### src/rtl/mem_sequencer_if.sv
// rtl/mem_sequencer_if.sv - unified handshaked memory port shared by fetch and load/store
interface mem_sequencer_if #(
  parameter int N = 32
);
  logic         mem_req;
  logic         mem_we;
  logic [N-1:0] mem_addr;
  logic [N-1:0] mem_wdata;
  logic [3:0]   mem_be;
  logic         mem_gnt;
  logic         mem_rvalid;
  logic [N-1:0] mem_rdata;

  modport master (
    output mem_req, mem_we, mem_addr, mem_wdata, mem_be,
    input  mem_gnt, mem_rvalid, mem_rdata
  );

  modport slave (
    input  mem_req, mem_we, mem_addr, mem_wdata, mem_be,
    output mem_gnt, mem_rvalid, mem_rdata
  );
endinterface

### src/rtl/mem_sequencer.sv
// rtl/mem_sequencer.sv - steps a single-cycle core one instruction at a time over one memory port
module mem_sequencer #(
  parameter int N = 32
) (
  input  logic                 clk,
  input  logic                 reset,
  input  logic                 i_run,
  input  logic [N-1:0]         i_pc,
  input  logic                 i_core_mem_read,
  input  logic                 i_core_mem_write,
  input  logic [2:0]           i_core_fn3,
  input  logic [N-1:0]         i_core_addr,
  input  logic [N-1:0]         i_core_wdata,
  output logic [31:0]          o_instr_out,
  output logic [N-1:0]         o_load_data,
  output logic                 o_core_en,
  output logic                 o_halted,
  output logic                 o_fault,
  mem_sequencer_if.master      bus
);

  localparam logic [2:0] S_IDLE   = 3'd0;
  localparam logic [2:0] S_F_REQ  = 3'd1;
  localparam logic [2:0] S_F_WAIT = 3'd2;
  localparam logic [2:0] S_DECODE = 3'd3;
  localparam logic [2:0] S_D_REQ  = 3'd4;
  localparam logic [2:0] S_D_WAIT = 3'd5;
  localparam logic [2:0] S_EXEC   = 3'd6;
  localparam logic [2:0] S_FAULT  = 3'd7;

  logic [2:0]   r_state;
  logic [31:0]  r_instr;
  logic [N-1:0] r_load_data;
  logic         r_is_load;

  logic         w_pc_ok;
  logic         w_size_byte;
  logic         w_size_half;
  logic         w_misaligned;
  logic [7:0]   w_byte;
  logic [15:0]  w_half;
  logic [N-1:0] w_load_aligned;
  logic [3:0]   w_store_be;
  logic [N-1:0] w_store_data;

  // fn3[1:0] encodes access size; anything wider than a halfword is treated as a word
  assign w_pc_ok      = (i_pc[1:0] == 2'b00);
  assign w_size_byte  = (i_core_fn3[1:0] == 2'b00);
  assign w_size_half  = (i_core_fn3[1:0] == 2'b01);
  assign w_misaligned = (w_size_half & i_core_addr[0]) |
                        (!w_size_byte & !w_size_half & (i_core_addr[1:0] != 2'b00));
  assign w_byte       = bus.mem_rdata[{i_core_addr[1:0], 3'b000} +: 8];
  assign w_half       = bus.mem_rdata[{i_core_addr[1], 4'b0000} +: 16];

  // Select and extend the addressed lane of the returned word for loads
  always_comb begin
    w_load_aligned = bus.mem_rdata;
    case (i_core_fn3)
      3'b000:  w_load_aligned = {{(N-8){w_byte[7]}}, w_byte};
      3'b001:  w_load_aligned = {{(N-16){w_half[15]}}, w_half};
      3'b100:  w_load_aligned = {{(N-8){1'b0}}, w_byte};
      3'b101:  w_load_aligned = {{(N-16){1'b0}}, w_half};
      default: w_load_aligned = bus.mem_rdata;
    endcase
  end

  // Store byte enables and lane-replicated write data
  always_comb begin
    w_store_be   = 4'b1111;
    w_store_data = i_core_wdata;
    if (w_size_byte) begin
      w_store_be   = 4'b0001 << i_core_addr[1:0];
      w_store_data = {4{i_core_wdata[7:0]}};
    end else if (w_size_half) begin
      w_store_be   = 4'b0011 << {i_core_addr[1], 1'b0};
      w_store_data = {2{i_core_wdata[15:0]}};
    end
  end

  // Instruction sequencing; response data is latched only on the accepting rvalid edge
  always_ff @(posedge clk or negedge reset) begin
    if (!reset) begin
      r_state     <= S_IDLE;
      r_instr     <= 32'h0000_0013;
      r_load_data <= '0;
      r_is_load   <= 1'b0;
    end else begin
      case (r_state)
        S_IDLE:   if (i_run) r_state <= S_F_REQ;
        S_F_REQ: begin
          if (!w_pc_ok)         r_state <= S_FAULT;
          else if (bus.mem_gnt) r_state <= S_F_WAIT;
        end
        S_F_WAIT: begin
          if (bus.mem_rvalid) begin
            r_instr <= bus.mem_rdata;
            r_state <= S_DECODE;
          end
        end
        S_DECODE: begin
          if (i_core_mem_read || i_core_mem_write) begin
            r_is_load <= i_core_mem_read;
            r_state   <= S_D_REQ;
          end else begin
            r_state   <= S_EXEC;
          end
        end
        S_D_REQ: begin
          if (w_misaligned)     r_state <= S_FAULT;
          else if (bus.mem_gnt) r_state <= S_D_WAIT;
        end
        S_D_WAIT: begin
          if (bus.mem_rvalid) begin
            if (r_is_load) r_load_data <= w_load_aligned;
            r_state <= S_EXEC;
          end
        end
        S_EXEC:   r_state <= i_run ? S_F_REQ : S_IDLE;
        S_FAULT:  r_state <= S_FAULT;
        default:  r_state <= S_IDLE;
      endcase
    end
  end

  // Request fields come from the state and the core's held inputs, never from gnt/rvalid
  always_comb begin
    bus.mem_req   = 1'b0;
    bus.mem_we    = 1'b0;
    bus.mem_addr  = '0;
    bus.mem_wdata = '0;
    bus.mem_be    = 4'b0000;
    case (r_state)
      S_F_REQ: begin
        if (w_pc_ok) begin
          bus.mem_req  = 1'b1;
          bus.mem_be   = 4'b1111;
          bus.mem_addr = i_pc;
        end
      end
      S_D_REQ: begin
        if (!w_misaligned) begin
          bus.mem_req  = 1'b1;
          bus.mem_addr = {i_core_addr[N-1:2], 2'b00};
          if (r_is_load) begin
            bus.mem_be    = 4'b1111;
          end else begin
            bus.mem_we    = 1'b1;
            bus.mem_be    = w_store_be;
            bus.mem_wdata = w_store_data;
          end
        end
      end
      default: ;
    endcase
  end

  assign o_instr_out = r_instr;
  assign o_load_data = r_load_data;
  assign o_core_en   = (r_state == S_EXEC);
  assign o_fault     = (r_state == S_FAULT);
  assign o_halted    = (r_state == S_IDLE) || (r_state == S_FAULT);

endmodule

### src/flat_wrapper.sv
// flat-port wrapper written by rule: the top's interface ports become plain ports
module mem_sequencer_flat 
#(
  parameter int N = 32
)
  (clk, reset, i_run, i_pc, i_core_mem_read, i_core_mem_write, i_core_fn3, i_core_addr, i_core_wdata, o_instr_out, o_load_data, o_core_en, o_halted, o_fault, bus_mem_req, bus_mem_we, bus_mem_addr, bus_mem_wdata, bus_mem_be, bus_mem_gnt, bus_mem_rvalid, bus_mem_rdata);
  mem_sequencer_if #(.N(N)) bus_i ();
  input  logic clk;
  input  logic reset;
  input  logic i_run;
  input  logic [N-1:0] i_pc;
  input  logic i_core_mem_read;
  input  logic i_core_mem_write;
  input  logic [2:0] i_core_fn3;
  input  logic [N-1:0] i_core_addr;
  input  logic [N-1:0] i_core_wdata;
  output logic [31:0] o_instr_out;
  output logic [N-1:0] o_load_data;
  output logic o_core_en;
  output logic o_halted;
  output logic o_fault;
  output wire logic [$bits(bus_i.mem_req)-1:0] bus_mem_req;
  output wire logic [$bits(bus_i.mem_we)-1:0] bus_mem_we;
  output wire logic [$bits(bus_i.mem_addr)-1:0] bus_mem_addr;
  output wire logic [$bits(bus_i.mem_wdata)-1:0] bus_mem_wdata;
  output wire logic [$bits(bus_i.mem_be)-1:0] bus_mem_be;
  input wire logic [$bits(bus_i.mem_gnt)-1:0] bus_mem_gnt;
  input wire logic [$bits(bus_i.mem_rvalid)-1:0] bus_mem_rvalid;
  input wire logic [$bits(bus_i.mem_rdata)-1:0] bus_mem_rdata;
  assign bus_mem_req = bus_i.mem_req;
  assign bus_mem_we = bus_i.mem_we;
  assign bus_mem_addr = bus_i.mem_addr;
  assign bus_mem_wdata = bus_i.mem_wdata;
  assign bus_mem_be = bus_i.mem_be;
  assign bus_i.mem_gnt = bus_mem_gnt;
  assign bus_i.mem_rvalid = bus_mem_rvalid;
  assign bus_i.mem_rdata = bus_mem_rdata;
  mem_sequencer #(.N(N)) u_core (.clk(clk), .reset(reset), .i_run(i_run), .i_pc(i_pc), .i_core_mem_read(i_core_mem_read), .i_core_mem_write(i_core_mem_write), .i_core_fn3(i_core_fn3), .i_core_addr(i_core_addr), .i_core_wdata(i_core_wdata), .o_instr_out(o_instr_out), .o_load_data(o_load_data), .o_core_en(o_core_en), .o_halted(o_halted), .o_fault(o_fault), .bus(bus_i));
endmodule
### config.mk
export PLATFORM = sky130hd
export DESIGN_NAME = mem_sequencer_flat
export DESIGN_NICKNAME = d
export VERILOG_FILES = /design/src/rtl/mem_sequencer_if.sv /design/src/rtl/mem_sequencer.sv /design/src/flat_wrapper.sv
export SDC_FILE = /design/constraint.sdc
export NUM_CORES = 1
export LEC_CHECK = 0
export ABC_AREA = 1
export CAP_MARGIN = 10
export CORE_MARGIN = 1
export CORE_UTILIZATION = 38
export DETAILED_ROUTE_END_ITERATION = 16
export PLACE_DENSITY_LB_ADDON = 0.08
export SLEW_MARGIN = 20
export SYNTH_ARGS = -nofsm -noshare
export SYNTH_HDL_FRONTEND = slang
export SYNTH_SLANG_ARGS = --single-unit
### constraint.sdc
create_clock -name clk -period 2.6 [get_ports clk]
set_input_delay 0.78 -clock clk [delete_from_list [all_inputs] [get_ports clk]]
set_output_delay 0.78 -clock clk [all_outputs]
set_load 0.05 [all_outputs]
Yosys cells after proc, flatten, opt, wreduce, memory -nomap -nowiden
Cells that the tools add are included. W data, S select, Z words.

Equal/unequal tests: 16. Shift-type cells: 4. Multiplexer cells: 31. Bitwise operators: 4. Reductions and logical operators: 13.

Operators with widths (number): $mux W32 (7); $pmux W32 S4 (1); $pmux W32 S2 (1); $shiftx A32 B6 Y16 (1); $shiftx A32 B6 Y8 (1); $pmux W3 S8 (1); $mux W3 (7); $mux W4 (5); $eq A3 B3 Y1 const B (6); $pmux W4 S2 (1); $eq A3 B1 Y1 const B (2); $eq A3 B2 Y1 const B (2); $logic_not A3 Y1 (2); $mux W1 (6); $ne A2 B2 Y1 const B (3); $reduce_and A5 Y1 (1); $logic_not A2 Y1 (2); $reduce_and A2 Y1 (2); $shl A1 B2 Y4 const A (1); $shl A2 B2 Y4 const A (1); $and A1 B1 Y1 (3); $ne A3 B2 Y1 const B (1); $ne A3 B3 Y1 const B (1); $reduce_and A3 Y1 (1); other kinds (7) (9).

Register bits after elaboration: 68. Input bits: 138. Output and inout bits: 137.

Depth between registers and ports, before layout
Gate-level depths: netlist of run 1.

Word-level depth: 7. Depth in mapped cells: 10. Mapped depth without buffers: 9.

Least setup slack after synthesis of run 1
No wires, ideal clock.

Path kind: input -> output. From: input i_core_addr[0]. To: output bus_mem_be[0]. Arrival time: 2459 ps. Data required time: 1820 ps. Path slack: -639 ps. Stages on the path: 5. Cell sequence: inv_1 -> nor2_2 -> o21ai_1 -> nor2_1 -> o21ai_0.

Cells in the longest elaborated chain, start to end: 5. Elaborated cells between the ends (all ways): 9.

RTL lines: from (decl) (line flat_wrapper.sv:15) `input logic [N-1:0] i_core_addr;`; $shl A1 B2 Y4 / $reduce_bool A2 Y1 (equally long branches) (line mem_sequencer.sv:72, mem_sequencer.sv:51); $mux W4 / $and A1 B1 Y1 (equally long branches) (line mem_sequencer.sv:71, mem_sequencer.sv:51); $mux W4 / $or A1 B1 Y1 (equally long branches) (line mem_sequencer.sv:144, mem_sequencer.sv:50); $mux W4 (*) (line mem_sequencer.sv:141) `if (!w_misaligned) begin`; $pmux W4 S2 (*) (line mem_sequencer.sv:132) `case (r_state)`; to (decl) (line flat_wrapper.sv:26) `output wire logic [$bits(bus_i.mem_be)-1:0] bus_mem_be;`.

Mark *: on every way between the ends. The rest lies on a longest branch, timed or not.

Final worst setup path of run 1
From: input i_core_fn3[1]. To: output bus_mem_wdata[11].

Cells in the longest elaborated chain, start to end: 7. Elaborated cells between the ends (all ways): 12.

RTL lines: from (decl) (line flat_wrapper.sv:14) `input logic [2:0] i_core_fn3;`; $eq A2 B1 Y1 / $logic_not A2 Y1 (equally long branches) (line mem_sequencer.sv:49, mem_sequencer.sv:48); $logic_not A1 Y1 (line mem_sequencer.sv:51) `(!w_size_byte & !w_size_half & (i_core_addr[1:0] != 2'b00));`; $and A1 B1 Y1 (2 in series) (line mem_sequencer.sv:51); $or A1 B1 Y1 (line mem_sequencer.sv:50) `assign w_misaligned = (w_size_half & i_core_addr[0]) |`; $mux W32 (*) (line mem_sequencer.sv:141); $mux W32 (*) (line mem_sequencer.sv:132); to (decl) (line flat_wrapper.sv:25) `output wire logic [$bits(bus_i.mem_wdata)-1:0] bus_mem_wdata;`.

Marked as above.

==> out/results.ini, run 1 <==
[critical_path]
crit_chain = buf_6 > nand2_2 > nand2_2 > nand2_4 > nand2_4 > nor2_4 > clkinv_4 > buf_12 > nor2_4 > buf_6
arrival_ns = 1.93
slowest_stage = buf_12
cp-start-kind = primary input
worstReg2RegStart = u_core.r_state[0]
crit_fanout = 8
cp_slowest_stage_delay_ns = 0.18
worstPathRequired_ns = 1.82
end_kind = output port
rr_endpoint = u_core.o_load_data[9]
path_class = in2out
r2r_slack_ns = 0.81
ff2ff_path_depth = 9

[layout]
fin_area_um2 = 9540
nets = 1141
multi_input_area_um2 = 2930
num_antenna_cells = 0
n_fill_cell = 648
area_delta_synth_final_pct = 112
drive_gt1_share_pct = 34.5
seq_area_um2 = 1710

[power]
pwr-share-seq_pct = 37.0
power_w = 0.00286
internal-power_w = 0.00213
p_sw_share_pct = 25.6
p_leak_nw = 4.42
ir_drop_mv = 0.427
power.switching_w = 0.000733
power_density_nw_per_um2 = 300
combPwrFrac_pct = 20.3
p_clk_share_pct = 42.7

[outcome]
violations = negative setup slack
outcome = complete, but fails checks

[sta]
setup_viol = 65
postLayoutSetupSlackWorst_ns = -0.114
worst-slew-pin-transition_ns = 0.739
period_minus_slack_ns = 2.71
finalCritPeriodShare_pct = 104
hold_viol = 0
slew_headroom_pct = 50.7
maxSlewViolCount = 0
rsz0062_at_grt = yes
finalClockSkew_ns = 0.0104
clock.fmax_mhz = 368

[cts]
htreeDepth = 3
postCtsHoldBufs = 0
clock_latency_ns = 0.34
clockBufferDepth = 2
cts_inserted_buffers = 9
clk_pin_slew_ns = 0.06
ctsRootBufferMaster = clkbuf_16
cts_num_sinks = 68
cts_tree = done

[global_routing]
grt_pass1_vias = 6161
grt_usage_pct = 32.6
antenna_found_initial = 1
grt-ovfl-total = 0
grt_max_degree = 57
grt_pass1_wl_um = 31500

[yosys]
synthTopCellsByArea = dfrtp_1 36%, nand2_1 18%, nor2_1 6.7%
synth.cell_area_um2 = 4510
synth_commonest_cells = 215 x nand2_1, 81 x nor2_1, 65 x dfrtp_1, 65 x inv_1, 59 x nand3_1
synth-seq-cells = 68
netlist.area_leader.share_pct = 36.1
ys_seq_area_share_pct = 37.8
synth_area_leader_cell = dfrtp_1
yosysMostFrequentCell = nand2_1
ys_warn_count = 0
synthCells = 674
async_flop_share_pct = 100
yosysUniqueCellTypes = 29
synth.avg_cell_area_um2 = 6.69
synth-edff-count = 0
ys.flop_type = dfrtp_1

[die]
die_y_um = 111
die_w_um = 111
rows = 39
io_pins = 275
initial_core_util_pct = 39.3
dieArea_um2 = 12300
core_area_um2 = 11500

[route]
drt_iter0_drc = 467
wl_per_cell_um = 19.5
drc = 0
drtAntennaViolNets = 0
wl_um = 22500
vias = 6171
dr.pass1.iters = 5
viasPerCell = 5.36

[worst_hold_path]
holdPathEnd = u_core.o_instr_out[16]
worstHoldStart = u_core.o_instr_out[16]
hp-class = reg2reg
holdPathStages = 2

[placement]
io_buffers = 272
place_area_um2 = 8280
place_hpwl_um = 14100
place_congestion = 0.861

[run]
maxCapViolCount = 0

[logic make-up after synthesis]
kind of cell,after synthesis,share of synthesized area [%]
compound gates,87,10.9
buf+inv,110,11.7
flops,68,37.8
other cells,1,0.0832
simple gates,408,39.4
[cells in the final DEF (no fill, tap or decap), types with 5 or more instances in the layout]
| cell | instances |
|---|---|
| nand3_2 | 6 |
| inv_1 | 54 |
| inv_2 | 12 |
| a21oi_1 | 23 |
| nand2_2 | 47 |
| dfrtp_1 | 63 |
| nor2_4 | 44 |
| nand4_1 | 8 |
| buf_4 | 54 |
| nor2_2 | 8 |
| nand3_1 | 52 |
| nand3b_1 | 17 |
| clkdlybuf4s50_1 | 190 |
| buf_8 | 14 |
| or2_2 | 16 |
| nand2_4 | 5 |
| o21ai_1 | 12 |
| buf_6 | 31 |
| clkbuf_16 | 13 |
| o21ai_2 | 9 |
| nand2_1 | 167 |
| nor2_1 | 36 |
| buf_12 | 51 |
| o21ai_0 | 27 |
[through the flow]
step / worst slack (ns) / cells / TNS, ns / util, % / hold slack (ns)
2_1_floorplan: -0.174 / 675 / -5.08 / - / 0.484
3_3_place_gp: -0.433 / 1110 / -23.69 / 72.2 / 0.455
3_5_place_dp: -0.509 / 1110 / -26.75 / 72.2 / 0.461
4_1_cts: -0.102 / 1136 / -0.242 / 79.6 / 0.473
5_1_grt: -0.169 / 1151 / -7.83 / 83.2 / 0.486
6_report: -0.114 / 1151 / -4.23 / 83.2 / 0.472
[power groups by stage]
stage               logic [W]  registers [W]  clock network (W)
finish               0.000580        0.00106            0.00122
global route         0.000613        0.00106            0.00127
CTS                  0.000540        0.00106            0.00122
detailed placement   0.000480        0.00108                  0
global placement     0.000471        0.00108                  0
floorplan            0.000149        0.00108                  0
[repair_timing]
item                                    CTS  global route
gates cloned                              3             5
resized for setup                       129            77
endpoints found under the setup margin   68            66
pin swaps                                33            25
setup buffers                            12            12
[cell type report]
| class | instances | share of cell area, % |
|---|---|---|
| repair buffers | 355 | 43.3 |
| multi-input cells | 497 | 30.7 |
| clock buffers | 12 | 2.58 |
| flip-flops and latches | 68 | 17.9 |
| well taps | 143 | 1.88 |
| inverters | 72 | 3.08 |
| clock inverters | 4 | 0.525 |
[state kept, by name, summed over array words and instances (netlist names)]
register,cells
u_core.o_instr_out,32
u_core.r_state,3
u_core.r_is_load,1
u_core.o_load_data,32
[layer usage]
layer	share of wire, %	up-vias	GRT usage [%]
li1	-	2801	-
met5	0	-	0
met1	35	2904	34.6
met2	51	365	59.2
met3	7.9	101	7.93
met4	5.8	0	17.3
[worst max path at each step]
stage / startpoint / slack [ns] / end / cells past startpoint
3_3_place_gp: i_core_fn3[0] / -0.43 / bus_mem_wdata[26] / 8
2_1_floorplan: i_core_addr[0] / -0.17 / bus_mem_wdata[0] / 8
5_1_grt: i_core_fn3[1] / -0.17 / bus_mem_wdata[26] / 10
3_5_place_dp: i_core_fn3[0] / -0.51 / bus_mem_wdata[26] / 8
4_1_cts: i_core_wdata[5] / -0.10 / bus_mem_wdata[21] / 7
6_report: i_core_fn3[1] / -0.11 / bus_mem_wdata[11] / 10
[critical path, delay by kind of cell]
family,cells,cell delay [ns]
simple gates,6,0.56
buf+inv,4,0.59
Note: power is estimated with default switching activity, not from simulation.
==> run 2, diff against run 1 <==
--- a/config.mk
+++ b/config.mk
@@ -5,13 +5,13 @@
 export SDC_FILE = /design/constraint.sdc
 export NUM_CORES = 1
 export LEC_CHECK = 0
-export ABC_AREA = 1
 export CAP_MARGIN = 10
 export CORE_MARGIN = 1
-export CORE_UTILIZATION = 38
+export CORE_UTILIZATION = 37
 export DETAILED_ROUTE_END_ITERATION = 16
 export PLACE_DENSITY_LB_ADDON = 0.08
 export SLEW_MARGIN = 20
 export SYNTH_ARGS = -nofsm -noshare
 export SYNTH_HDL_FRONTEND = slang
 export SYNTH_SLANG_ARGS = --single-unit
+export TNS_END_PERCENT = 1
==> run 2 against run 1 <==
Net effect:
- the flow still finishes with violations (negative setup slack)
- largest power group is now combinational cells
- power increased to 3.0 times the previous value
- utilization fell by 3.0 points
- wire length down 18%
- flip-flop and latch count unchanged
- largest cell class unchanged
==> out/results.ini, run 2 <==
[sta]
finalCritPeriodShare_pct = 106  ; was 104%
clock.fmax_mhz = 363  ; was 368 MHz
slew_headroom_pct = 62.6  ; was 50.7%
worst-slew-pin-transition_ns = 0.560  ; was 0.739 ns
setup_viol = 67  ; was 65
period_minus_slack_ns = 2.76  ; was 2.71 ns
finalClockSkew_ns = 0.00718  ; was 0.0104 ns
postLayoutSetupSlackWorst_ns = -0.157  ; was -0.114 ns
hold_viol = 0  ; unchanged
maxSlewViolCount = 0  ; unchanged
holdWs_ns = 0.445  ; was 0.472 ns
rsz0062_at_grt = yes  ; unchanged

[critical_path]
cp_slowest_stage_delay_ns = 0.27  ; was 0.18 ns
worstPathRequired_ns = 1.82  ; about the same
crit_fanout = 5  ; was 8
path_delay_family = simple AND/OR/NAND/NOR gates  ; was buffers and inverters
crit_chain = buf_8 > o21ai_4 > and4_4 > nand2b_4 > buf_4 > clkinvlp_4 > and2_4 > buf_12  ; was buf_6 > nand2_2 > nand2_2 > nand2_4 > nand2_4 > nor2_4 > clkinv_4 > buf_12 > nor2_4 > buf_6
slowest_stage = and4_4  ; was buf_12
end_kind = output port  ; unchanged
cp-start-kind = primary input  ; unchanged
critPathBufInv = 4  ; unchanged
path_class = in2out  ; unchanged
arrival_ns = 1.98  ; was 1.93 ns

[yosys]
synth.avg_cell_area_um2 = 9.05  ; was 6.69 um2
synth-seq-cells = 68  ; unchanged
yosysMostFrequentCell = dfrtp_1  ; was nand2_1
ys_warn_count = 0  ; unchanged
synth_area_leader_cell = dfrtp_1  ; unchanged
synthCells = 460  ; was 674
async_flop_share_pct = 100  ; unchanged
synth_commonest_cells = 65 x dfrtp_1, 58 x nor2_1, 50 x a21oi_1, 45 x nand2_1, 40 x a22o_1  ; was 215 x nand2_1, 81 x nor2_1, 65 x dfrtp_1, 65 x inv_1, 59 x nand3_1
ys_seq_area_share_pct = 41.0  ; was 37.8%
netlist.area_leader.share_pct = 39.1  ; was 36.1%
yosysUniqueCellTypes = 48  ; was 29
synth.cell_area_um2 = 4160  ; was 4510 um2
ys.flop_type = dfrtp_1  ; unchanged
synthTopCellsByArea = dfrtp_1 39%, mux2_2 8.9%, a22o_1 8.4%  ; was dfrtp_1 36%, nand2_1 18%, nor2_1 6.7%
synth-edff-count = 0  ; unchanged

[global_routing]
grt_usage_pct = 31.0  ; was 32.6%
met3_usage_pct = 9.04  ; was 7.93%
gr-usage-met2_pct = 51.6  ; was 59.2%
grt_busiest_layer = met2  ; unchanged
antenna_found_initial = 0  ; was 1
grt_pass1_vias = 4879  ; was 6161
grt_max_degree = 69  ; was 57
grt_pass1_wl_um = 27200  ; was 31500 um
grt-ovfl-total = 0  ; unchanged
grtUsageMet1_pct = 39.8  ; was 34.6%

[route]
wl_per_cell_um = 20.2  ; was 19.5 um
drc = 0  ; unchanged
drtAntennaViolNets = 0  ; unchanged
wl_um = 18400  ; was 22500 um
viasPerCell = 5.37  ; was 5.36
drt_iter0_drc = 335  ; was 467
dr.pass1.iters = 5  ; unchanged
vias = 4885  ; was 6171

[layout]
area_delta_synth_final_pct = 110  ; was 112%
layout_commonest_cell = clkdlybuf4s50_1  ; unchanged
fin_area_um2 = 8730  ; was 9540 um2
drive_gt1_share_pct = 35.6  ; was 34.5%
nets = 903  ; was 1141
n_fill_cell = 700  ; was 648
num_antenna_cells = 0  ; unchanged
final_cell_mix = 194 x clkdlybuf4s50_1, 79 x buf_12, 64 x dfrtp_1  ; was 190 x clkdlybuf4s50_1, 167 x nand2_1, 63 x dfrtp_1
finalNonFillerCells = 909  ; was 1151
final_util_pct = 80.2  ; was 83.2%

[placement]
place_congestion = 0.849  ; was 0.861
io_buffers = 272  ; unchanged
placedCellCount = 886  ; was 1110
place_area_um2 = 8320  ; was 8280 um2
place_hpwl_um = 14100  ; about the same

[cts]
clockBufferDepth = 2  ; unchanged
ctsRootBufferMaster = clkbuf_8  ; was clkbuf_16
clk_pin_slew_ns = 0.07  ; was 0.06 ns
cts_inserted_buffers = 9  ; unchanged
clock_latency_ns = 0.35  ; was 0.34 ns
cts_tree = done  ; unchanged
cts_num_sinks = 68  ; unchanged
htreeDepth = 3  ; unchanged

[outcome]
violations = negative setup slack  ; unchanged
outcome = complete, but fails checks  ; unchanged

[die]
initial_core_util_pct = 38.2  ; was 39.3%
dieArea_um2 = 11700  ; was 12300 um2
die_w_um = 108  ; was 111 um
rows = 38  ; was 39
core_area_um2 = 10900  ; was 11500 um2
io_pins = 275  ; unchanged
die_y_um = 108  ; was 111 um

[power]
p_leak_nw = 3.61  ; was 4.42 nW
ir_drop_mv = 0.956  ; was 0.427 mV
power_w = 0.00856  ; was 0.00286 W
power_density_nw_per_um2 = 981  ; was 300 nW/um2

[worst_hold_path]
hp-class = in2async  ; was reg2reg

[run]
maxCapViolCount = 0  ; unchanged

-- run 2: cell count changes in the layout (fill, tap and decap cells not counted), sizes merged, moves of 25 or more --
cell / change
nand2: -174
inv: -59
nand3: -52
a22o: +40
mux2: +35
o21ai: -31
nor2: -29
a21oi: +25
-- run 2: cell families (layout without fill, tap and decap cells) --
| family | Yosys count | after routing | share of synthesized area [%] |
|---|---|---|---|
| buffers and inverters | 50 | 358 | 5.44 |
| AOI/OAI and AO/OA | 142 | 142 | 23.4 |
| DFF | 68 | 68 | 41.0 |
| and+or+nand+nor | 145 | 145 | 15.8 |
| other | 1 | 2 | 0.0901 |
| muxes | 54 | 54 | 14.3 |
-- run 2: worst paths after layout --
check | startpoint | to | slack (ns) | depth (start not counted)
worst max-delay path | i_core_addr[1] | bus_mem_wdata[7] | -0.16 | 8
worst min-delay path | reset | u_core.o_instr_out[10] | 0.45 | 2
worst max register to register | u_core.r_state[1] | u_core.o_instr_out[19] | 0.60 | 5
worst min register to register | u_core.o_instr_out[9] | u_core.o_instr_out[9] | 0.49 | 1
max in group asynchronous | reset | u_core.o_instr_out[0] | 1.84 | 2
min in group clk | u_core.o_instr_out[9] | u_core.o_instr_out[9] | 0.49 | 1
-- run 2: what timing repair did --
item | 4_1_cts | 5_1_grt
pin swaps | 11 | 6
endpoints found under the hold margin | 0 | 0
setup buffers | 5 | 1
setup endpoints to repair | 68 | 69
cloned | 3 | 0
resized for setup | 44 | 17
hold buffers | 0 | 0
-- run 2: power breakdown --
| part | internal (W) | total (W) | leakage, nW | switching, W |
|---|---|---|---|---|
| sequential | 0.00161 | 0.00194 | 0.805 | 0.000324 |
| clock | 0.000340 | 0.000763 | 0.0775 | 0.000423 |
| combinational | 0.00233 | 0.00586 | 2.73 | 0.00353 |
| total | 0.00428 | 0.00856 | 3.61 | 0.00428 |
-- run 2: layer usage --
metal	vias to the layer above	wire length (um)	part of all wire, %
met1	2379	7400	40
met4	0	280	1.5
met3	29	1580	8.6
met2	219	9110	50
li1	2258	-	-
met5	-	0	0
-- run 2: cell type report --
cell class | count | area (um2) | share of cell area (%)
repair buffers | 331 | 4040 | 46.2
well taps | 140 | 175 | 2.01
multi-input cells | 343 | 2600 | 29.7
flip-flops and latches | 68 | 1710 | 19.5
inverters | 11 | 45.0 | 0.516
clock inverters | 6 | 41.3 | 0.473
repair inverters | 1 | 7.51 | 0.0860
clock buffers | 9 | 124 | 1.42
-- run 2: through the flow --
step / setup WS [ns] / setup TNS, ns
detailed placement: -0.607 / -41.28
floorplan: -0.237 / -10.65
global placement: -0.605 / -39.89
global route: -0.176 / -7.35
finish: -0.157 / -5.45
CTS: -0.168 / -6.33
==> run 3, diff against run 2 <==
--- a/config.mk
+++ b/config.mk
@@ -5,10 +5,11 @@
 export SDC_FILE = /design/constraint.sdc
 export NUM_CORES = 1
 export LEC_CHECK = 0
-export CAP_MARGIN = 10
+export CORE_ASPECT_RATIO = 0.75
 export CORE_MARGIN = 1
 export CORE_UTILIZATION = 37
 export DETAILED_ROUTE_END_ITERATION = 16
+export MAX_ROUTING_LAYER = met4
 export PLACE_DENSITY_LB_ADDON = 0.08
 export SLEW_MARGIN = 20
 export SYNTH_ARGS = -nofsm -noshare
==> run 3 against run 2 <==
Net effect:
- fmax rose by 0.34%
- non-clock buffer count rose by 9
- the run still ends with negative setup slack left
- cell area rose by 5.5%
- register-to-register slack got worse by 0.09 ns
- utilization rose by 4.0 points
- highest routed layer unchanged
- clock power rose by 76%
==> out/results.ini, run 3 (synthesis gave the netlist of run 2 again) <==
[outcome]
outcome = complete, but fails checks  ; unchanged
violations = negative setup slack  ; unchanged

[die]
die_y_um = 93.8  ; was 108 um
dieArea_um2 = 11700  ; about the same
core_area_um2 = 10900  ; about the same
die_w_um = 124  ; was 108 um
initial_core_util_pct = 38.0  ; was 38.2%
rows = 33  ; was 38
io_pins = 275  ; unchanged

[sta]
slew_headroom_pct = 42.5  ; was 62.6%
setup_viol = 69  ; was 67
postLayoutSetupSlackWorst_ns = -0.148  ; was -0.157 ns
finalSetupTns_ns = -6.59  ; was -5.45 ns
clock.fmax_mhz = 364  ; was 363 MHz
maxSlewViolCount = 0  ; unchanged
rsz0062_at_grt = yes  ; unchanged
finalClockSkew_ns = 0.00688  ; was 0.00718 ns
finalCritPeriodShare_pct = 106  ; about the same
worst-slew-pin-transition_ns = 0.862  ; was 0.560 ns
period_minus_slack_ns = 2.75  ; was 2.76 ns
hold_viol = 0  ; unchanged

[route]
wl_met2_um = 10300  ; was 9110 um
wl_per_cell_um = 21.8  ; was 20.2 um
dr.pass1.iters = 6  ; was 5
drtAntennaViolNets = 0  ; unchanged
wl_um = 20100  ; was 18400 um
viasPerCell = 5.69  ; was 5.37
vias = 5233  ; was 4885
met1Wirelength_um = 7740  ; was 7400 um
highest_layer = met4  ; unchanged
drt_iter0_drc = 487  ; was 335
drc = 0  ; unchanged
dr_wl_met3_um = 1620  ; was 1580 um

[global_routing]
grt-ovfl-total = 0  ; unchanged
grt_pass1_vias = 5294  ; was 4879
grt_usage_pct = 34.2  ; was 31.0%
grt_max_degree = 69  ; unchanged
antenna_found_initial = 1  ; was 0
grt_pass1_wl_um = 29800  ; was 27200 um

[layout]
finalNonFillerCells = 920  ; was 909
area_delta_synth_final_pct = 121  ; was 110%
nets = 912  ; was 903
final_util_pct = 84.2  ; was 80.2%
seq_area_um2 = 1710  ; about the same
multi_input_area_um2 = 2740  ; was 2600 um2
drive_gt1_share_pct = 36.2  ; was 35.6%
layout_commonest_cell = clkdlybuf4s50_1  ; unchanged
final_cell_mix = 194 x clkdlybuf4s50_1, 76 x buf_12, 63 x dfrtp_1  ; was 194 x clkdlybuf4s50_1, 79 x buf_12, 64 x dfrtp_1
n_fill_cell = 572  ; was 700

[power]
power.switching_w = 0.00449  ; was 0.00428 W
power_w = 0.00937  ; was 0.00856 W
p_leak_nw = 3.89  ; was 3.61 nW
internal-power_w = 0.00488  ; was 0.00428 W
power_density_nw_per_um2 = 1020  ; was 981 nW/um2
ir_drop_mv = 0.580  ; was 0.956 mV
p_clk_share_pct = 14.3  ; was 8.9%
pwr-share-seq_pct = 21.2  ; was 22.6%
p_sw_share_pct = 47.9  ; was 50.0%
combPwrFrac_pct = 64.6  ; was 68.5%

[cts]
cts_inserted_buffers = 9  ; unchanged
cts_num_sinks = 68  ; unchanged
clk_pin_slew_ns = 0.06  ; was 0.07 ns
clock_latency_ns = 0.33  ; was 0.35 ns
ctsRootBufferMaster = clkbuf_16  ; was clkbuf_8
cts_tree = done  ; unchanged
clockBufferDepth = 2  ; unchanged
htreeDepth = 3  ; unchanged

[placement]
place_hpwl_um = 13400  ; was 14100 um
io_buffers = 272  ; unchanged
place_congestion = 0.930  ; was 0.849
placedCellCount = 880  ; was 886
pre_cts_ws_ns = -0.599  ; was -0.607 ns

[critical_path]
rr_endpoint = u_core.o_instr_out[19]  ; unchanged
r2r_slack_ns = 0.51  ; was 0.60 ns
arrival_ns = 1.97  ; was 1.98 ns
endpoint = bus_mem_wdata[2]  ; was bus_mem_wdata[7]
path_class = in2out  ; unchanged
end_kind = output port  ; unchanged
crit_fanout = 7  ; was 5
worstPathRequired_ns = 1.82  ; about the same
crit_path_start = i_core_addr[0]  ; was i_core_addr[1]
ff2ff_path_depth = 6  ; was 5
cp-start-kind = primary input  ; unchanged
worstReg2RegStart = u_core.r_state[0]  ; was u_core.r_state[1]

[run]
maxCapViolCount = 0  ; unchanged

[worst_hold_path]
hp-class = reg2reg  ; was in2async

## run 3: changes by cell type in the layout (fill, tap and decap cells not counted), sizes merged
cell	delta
bufbuf	+1
clkdlybuf4s15	-1
diode	+1
buf	+10
clkbuf	-1
clkinv	+1
clkinvlp	-2
bufinv	+2
## run 3: worst min path at each step
stage | start | endpoint | slack, ns | cells past startpoint
3_5_place_dp | u_core.o_load_data[0] | u_core.o_load_data[0] | 0.48 | 1
2_1_floorplan | reset | u_core.o_instr_out[10] | 0.48 | 0
4_1_cts | u_core.o_load_data[0] | u_core.o_load_data[0] | 0.49 | 1
6_report | u_core.o_load_data[0] | u_core.o_load_data[0] | 0.50 | 1
3_3_place_gp | u_core.o_load_data[6] | u_core.o_load_data[6] | 0.47 | 2
5_1_grt | u_core.o_load_data[0] | u_core.o_load_data[0] | 0.50 | 1
## run 3: stage by stage
stage	area [um2]	hold slack (ns)
floorplan	4440	0.484
global placement	8220	0.468
detailed placement	8220	0.480
CTS	9160	0.493
global route	9210	0.502
finish	9210	0.501
## run 3: power groups by stage
| stage | clock network [W] | logic [W] | registers [W] |
|---|---|---|---|
| 5_1_grt | 0.00139 | 0.00625 | 0.00204 |
| 4_1_cts | 0.00134 | 0.00598 | 0.00196 |
| 3_5_place_dp | 0 | 0.00570 | 0.00195 |
| 6_report | 0.00134 | 0.00605 | 0.00199 |
| 2_1_floorplan | 0 | 0.00168 | 0.00365 |
| 3_3_place_gp | 0 | 0.00564 | 0.00191 |
## run 3: what timing repair did
item / CTS / global route
pin swaps: 29 / 14
gates resized for setup: 81 / 11
buffers inserted: 16 / 0
hold buffers: 0 / 0
setup endpoints to repair: 68 / 70
cloned: 9 / 0
## run 3: layout make-up
class	count	share of cell area [%]
well taps	140	1.90
flip-flops and latches	68	18.5
inverters	11	0.489
repair inverters	1	0.0815
multi-input cells	343	29.7
repair buffers	340	45.7
clock buffers	9	2.44
clock inverters	7	1.07
diodes	1	0.0272
## run 3: metal layers
layer,track usage [%],vias up
li1,-,2292
met2,57.7,304
met5,-,-
met3,9.28,45
met4,9.84,0
met1,40.3,2592
## run 3: worst max-delay path, stage by stage
cell,delay [ns]
buf_8,0.11
o21ai_4,0.15
and4_4,0.27
nand2b_4,0.10
buf_4,0.15
clkinvlp_4,0.12
and2_4,0.17
buf_12,0.13
==> variant 1: new RTL, flow settings as in run 2 <==
Put a register stage on the output `o_fault`, cleared by the reset. The value now appears one clock later. The other outputs are not delayed to match.
--- a/src/rtl/mem_sequencer.sv
+++ b/src/rtl/mem_sequencer.sv
@@ -157,7 +157,13 @@
   assign o_instr_out = r_instr;
   assign o_load_data = r_load_data;
   assign o_core_en   = (r_state == S_EXEC);
-  assign o_fault     = (r_state == S_FAULT);
+  always_ff @(posedge clk or negedge reset) begin
+    if (!reset) begin
+      o_fault <= '0;
+    end else begin
+      o_fault <= (r_state == S_FAULT);
+    end
+  end
   assign o_halted    = (r_state == S_IDLE) || (r_state == S_FAULT);
 
 endmodule
Function: changed (Yosys sat finds a counterexample within 4 cycles, from zero or initial values and one cycle with reset low).
==> variant 1 against run 2 <==
The flow still finishes with violations (setup timing). Design area up 2.1%. Total power up 4.5%. Routed wire length up 11%. Sequential cell count up 1. Synthesized area up 1.8%. Die area up 1.8%. Setup slack worse by 180 ps. Critical endpoint is now bus_mem_addr[23]. Highest routed layer unchanged.
==> variant 1: results (changes against run 2) <==
cts_buffer_depth: 2  # unchanged
outcome: "complete, but fails checks"  # unchanged
wirelength_um: 20420  # was 18,370 um
vias: 4970  # was 4,885
ys_warn_count: 0  # unchanged
h-tree-depth: 3  # unchanged
ys_top_cells_by_area: "dfrtp_1 (39%), mux2_2 (10%), a22o_1 (7.6%), mux2i_1 (5.7%), a21oi_1 (4.3%)"  # was dfrtp_1 (39%), mux2_2 (8.9%), a22o_1 (8.4%), a21oi_1 (6.0%), nor2_1 (5.2%)
p_leak_nw: 3.769  # was 3.608 nW
setup_viol: 68  # was 67
global_route.usage.total_pct: 30.92  # was 30.98%
drive_above_1_share_pct: 34.01  # was 35.63%
tightest_slew_ps: 603.7  # was 559.7 ps
fin_skew_ps: 6.855  # was 7.184 ps
cts.clk_slew.worst_paths_ps: 50  # was 70 ps
synth_common_cells: "dfrtp_1 (66), nor2_1 (48), nand2_1 (46), mux2_2 (39), a22o_1 (37)"  # was dfrtp_1 (65), nor2_1 (58), a21oi_1 (50), nand2_1 (45), a22o_1 (40)
crit_arrival_ps: 2150  # was 1980 ps
critPathSlowestCell: "nor4b_4"  # was and4_4
vdd_drop_max_v: 0.0009177  # was 0.0009560 V
insertion_delay_ps: 330  # was 350 ps
yosysUniqueCellTypes: 52  # was 48
crit_path_max_fanout: 8  # was 5
hp-class: "in2async"  # unchanged
clockRootBuffer: "clkbuf_16"  # was clkbuf_8
die_x_um: 109.0  # was 108.1 um
setup_ws_ps: -333.9  # was -157.4 ps
numCtsBuffers: 9  # unchanged
dp_hpwl_um: 14270  # was 14,070 um
crit_family: "buffers and inverters"  # was simple AND/OR/NAND/NOR gates
layout.nets: 877  # was 903
grt_pass1_wl_um: 27560  # was 27,170 um
io_buffers: 272  # unchanged
reg2reg_from: "u_core.r_state[1]"  # unchanged
drt_iter0_drc: 281  # was 335
grt_max_degree: 47  # was 69
slowest_delay_ps: 320  # was 270 ps
async_flop_share_pct: 100.0  # unchanged
violations: "setup timing"  # unchanged
routabilityCongestion: 0.8805  # was 0.8490
first_global_vias: 5030  # was 4,879
fmax_ghz: 0.3408  # was 0.3627 GHz
ys_seq_area_share_pct: 40.84  # was 40.98%
worstSetupStartpoint: "i_core_addr[1]"  # unchanged
synth_top_area_cell: "dfrtp_1"  # unchanged
p_sw_share_pct: 47.88  # was 50.00%
antenna_found_initial: 3  # was 0
firstDrtPassIters: 5  # unchanged
-- variant 1: changes by cell type after synthesis, moves of 7 or more --
cell / change
inv_1: -9
buf_2: +13
a221oi_1: +13
clkbuf_1: -7
a22oi_1: -7
nor2_1: -10
a21oi_1: -14
-- variant 1: metrics by stage --
| step | cell area [um2] | setup slack [ps] | TNS [ps] | cells | hold slack [ps] |
|---|---|---|---|---|---|
| 6_report | 8919 | -333.9 | -14270 | 887 | 459.8 |
| 5_1_grt | 8919 | -373.0 | -17710 | 887 | 498.2 |
| 4_1_cts | 8656 | -340.3 | -18910 | 881 | 479.6 |
| 3_5_place_dp | 8234 | -632.9 | -42380 | 861 | 471.4 |
| 3_3_place_gp | 8234 | -578.4 | -38230 | 861 | 463.5 |
| 2_1_floorplan | 4474 | -372.3 | -21570 | 445 | 484.4 |
-- variant 1: final timing paths --
kind / end / slack [ps] / depth (start not counted)
worst max-delay path: bus_mem_addr[23] / -330 / 7
worst min-delay path: u_core.o_load_data[2] / 460 / 1
worst max register to register: u_core.r_state[0] / 770 / 6
worst min register to register: u_core.o_load_data[7] / 480 / 2
max in group asynchronous: u_core.o_load_data[3] / 1580 / 2
min in group clk: u_core.o_load_data[7] / 480 / 2
-- variant 1: kinds of logic (layout without fill, tap and decap cells) --
family                 count (synthesis)  after routing  synth area share [%]
AND/OR/NAND/NOR                      141            141                 16.54
flip-flops                            69             69                 40.84
other                                  1              5               0.08852
AO/OA/AOI/OAI                        125            125                 20.85
buffers and inverters                 44            343                 5.109
multiplexers                          64             64                 16.57
-- variant 1: power groups by stage --
| stage | Combinational (mW) | Sequential [mW] | Clock [mW] |
|---|---|---|---|
| 3_3_place_gp | 5.67 | 1.93 | 0 |
| 3_5_place_dp | 5.73 | 1.96 | 0 |
| 6_report | 5.94 | 1.95 | 1.06 |
| 4_1_cts | 5.83 | 1.95 | 1.07 |
| 2_1_floorplan | 1.67 | 3.72 | 0 |
| 5_1_grt | 6.15 | 2.01 | 1.11 |
-- variant 1: final cells by class --
class                   count  area, um2
well taps                 140      175.2
repair buffers            324       3976
fillers                   641       2064
clock buffers              16      251.5
diodes                      3      7.507
flip-flops and latches     69       1730
multi-input cells         332       2754
inverters                   3      23.77
-- variant 1: repair_timing --
item                       4_1_cts  5_1_grt
setup buffers                    2        1
hold buffers                     0        0
cloned                           2        2
pin swaps                       20       15
gates resized for setup         38       29
setup endpoints to repair       68       68
-- variant 1: per-layer routing --
layer	global-route usage, %	share of wire [%]
met2	55.17	51
met5	0	0
met4	17.18	5.9
met3	7.173	7.9
met1	33.55	35
-- variant 1: worst register-to-register path, delay by kind of cell (launching register included) --
kind	cells	cell delay [ps]
AND/OR/NAND/NOR	3	690
flip-flops	1	510
AO/OA/AOI/OAI	1	290
buffers and inverters	2	270
==> variant 2: new RTL, flow settings as in run 2 <==
Without the edit above. Reset style: synchronous (`reset`), changed in one clocked block.
--- a/src/rtl/mem_sequencer.sv
+++ b/src/rtl/mem_sequencer.sv
@@ -78,7 +78,7 @@
   end
 
   // Instruction sequencing; response data is latched only on the accepting rvalid edge
-  always_ff @(posedge clk or negedge reset) begin
+  always_ff @(posedge clk) begin
     if (!reset) begin
       r_state     <= S_IDLE;
       r_instr     <= 32'h0000_0013;
Formal check against the unedited RTL: differs if reset is asserted again (counterexample within 4 cycles, from zero or initial values and one cycle with reset low); with reset held inactive, the same outputs for 10 cycles.
==> variant 2 against run 2 <==
The flow still finishes with violations (setup timing). Setup slack worse by 56 ps. Sequential cell count unchanged. Design area down 3.1%. Clock skew shrank 2.8 ps. Routed wire length rose by 7.8%. Synthesized area fell by 5.4%. Hold slack improved by 19 ps. Critical path depth down 2. Global-route usage up 1.9 points. Total power down 41%. Highest routed layer unchanged.
==> variant 2: results (changes against run 2) <==
cts.clk_slew.worst_paths_ps: 70  # about the same
crit_arrival_ps: 2030  # was 1980 ps
use_met2_pct: 57.71  # was 51.59%
synth_common_cells: "nand2_1 (108), dfxtp_1 (68), o21ai_0 (38), a21boi_0 (37), nor2_1 (35)"  # was dfrtp_1 (65), nor2_1 (58), a21oi_1 (50), nand2_1 (45), a22o_1 (40)
place_inst: 931  # was 886
hold_buffers: 0  # unchanged
relSlewSlack_pct: 56.45  # was 62.57%
p_leak_nw: 3.352  # was 3.608 nW
io_buffers: 272  # unchanged
synth_area_per_cell_um2: 7.716  # was 9.047 um2
ys_top_cells_by_area: "dfxtp_1 (35%), nand2_1 (10%), a21boi_0 (7.1%), a22o_1 (6.7%), mux2i_1 (6.6%)"  # was dfrtp_1 (39%), mux2_2 (8.9%), a22o_1 (8.4%), a21oi_1 (6.0%), nor2_1 (5.2%)
power.density_nw_per_um2: 592.3  # was 980.7 nW/um2
vdd_drop_max_v: 0.0003655  # was 0.0009560 V
reg2reg_from: "u_core.r_state[1]"  # unchanged
dp_hpwl_um: 13460  # was 14,070 um
grt_pass1_wl_um: 28210  # was 27,170 um
gr-usage-met3_pct: 7.673  # was 9.042%
global_route.usage.total_pct: 32.93  # was 30.98%
wirelength_um: 19790  # was 18,370 um
outcome: "complete, but fails checks"  # unchanged
routabilityCongestion: 0.8626  # was 0.8490
antenna_found_initial: 0  # unchanged
setup_tns_ps: -9055  # was -5447 ps
numCtsBuffers: 9  # unchanged
use_met1_pct: 40.05  # was 39.78%
post-place-ws_ps: -713.0  # was -607.1 ps
post_drt_wl_per_cell_um: 20.64  # was 20.21 um
crit_path_max_fanout: 5  # unchanged
ys_warn_count: 0  # unchanged
viasPerCell: 5.485  # was 5.374
violations: "setup timing"  # unchanged
fin_skew_ps: 4.400  # was 7.184 ps
cts_buffer_depth: 2  # unchanged
cts_resized: 103  # was 44
layout.nets: 957  # was 903
ys_seq_area_share_pct: 34.59  # was 40.98%
min_from: "u_core.o_instr_out[6]"
insertedDiodeCount: 0  # unchanged
h-tree-depth: 3  # unchanged
crit_family: "buffers and inverters"  # was simple AND/OR/NAND/NOR gates
cts_setup_buffers: 7  # was 5
fillers: 625  # was 700
worstSetupStartpoint: "i_pc[1]"  # was i_core_addr[1]
drt_iter0_drc: 330  # was 335
hp-class: "reg2reg"  # was in2async
insertion_delay_ps: 350  # about the same
first_global_vias: 5147  # was 4,879
async_flop_share_pct: 0  # was 100.0%
slowest_delay_ps: 280
yosysMostFrequentCell: "nand2_1"  # was dfrtp_1
drive_above_1_share_pct: 29.65  # was 35.63%
grt_max_degree: 43  # was 69
place_area_um2: 7565  # was 8317 um2
setup_ws_ps: -213.6  # was -157.4 ps
firstDrtPassIters: 5  # unchanged
synthFlopType: "dfxtp_1"  # was dfrtp_1
setup_viol: 66  # was 67
critPathSlowestCell: "bufbuf_16"  # was and4_4
yosysUniqueCellTypes: 41  # was 48
==> variant 2: cell count changes in the layout (fill, tap and decap cells not counted), sizes merged, moves of 10 or more <==
cell    change
a21boi     +37
a22o       -10
dfrtp      -65
dfxtp      +68
mux2       -35
nand2      +63
nor2       -22
o21ai      +21
==> variant 2: logic make-up after synthesis <==
| kind of cell | Yosys count | share of synthesized area [%] |
|---|---|---|
| other | 1 | 0.09530 |
| AOI/OAI and AO/OA | 185 | 33.10 |
| buffers and inverters | 48 | 5.500 |
| and+or+nand+nor | 181 | 19.52 |
| muxes | 27 | 7.186 |
| DFF | 68 | 34.59 |
==> variant 2: power by group <==
group | total, mW | switching [mW] | internal [mW]
Combinational | 2.98 | 1.68 | 1.30
Sequential | 1.18 | 0.0582 | 1.12
Clock | 0.851 | 0.393 | 0.458
Total | 5.01 | 2.13 | 2.88
==> variant 2: final timing paths <==
path,endpoint,slack (ps),cells after the start
worst max-delay path,bus_mem_addr[22],-210,6
worst min-delay path,u_core.o_instr_out[6],460,2
worst max register to register,u_core.o_instr_out[25],680,6
worst min register to register,u_core.o_instr_out[6],460,2
==> variant 2: layer usage <==
| metal | vias up | wire [um] |
|---|---|---|
| met5 | - | 0 |
| met3 | 53 | 1661 |
| li1 | 2409 | - |
| met1 | 2455 | 7558 |
| met4 | 0 | 605 |
| met2 | 343 | 9967 |
==> variant 2: final cells by class <==
cell class	count	share of cell area, %
well taps	136	2.012
multi-input cells	395	33.43
repair buffers	340	45.91
clock buffers	10	1.627
flip-flops and latches	68	16.09
clock inverters	5	0.6212
repair inverters	1	0.08874
inverters	4	0.2219
==> variant 2: worst min-delay path, delay by kind of cell, from the launching register on <==
family / cells / cell delay [ps]
flip-flops: 1 / 310
AO/OA/AOI/OAI: 1 / 60
AND/OR/NAND/NOR: 1 / 50
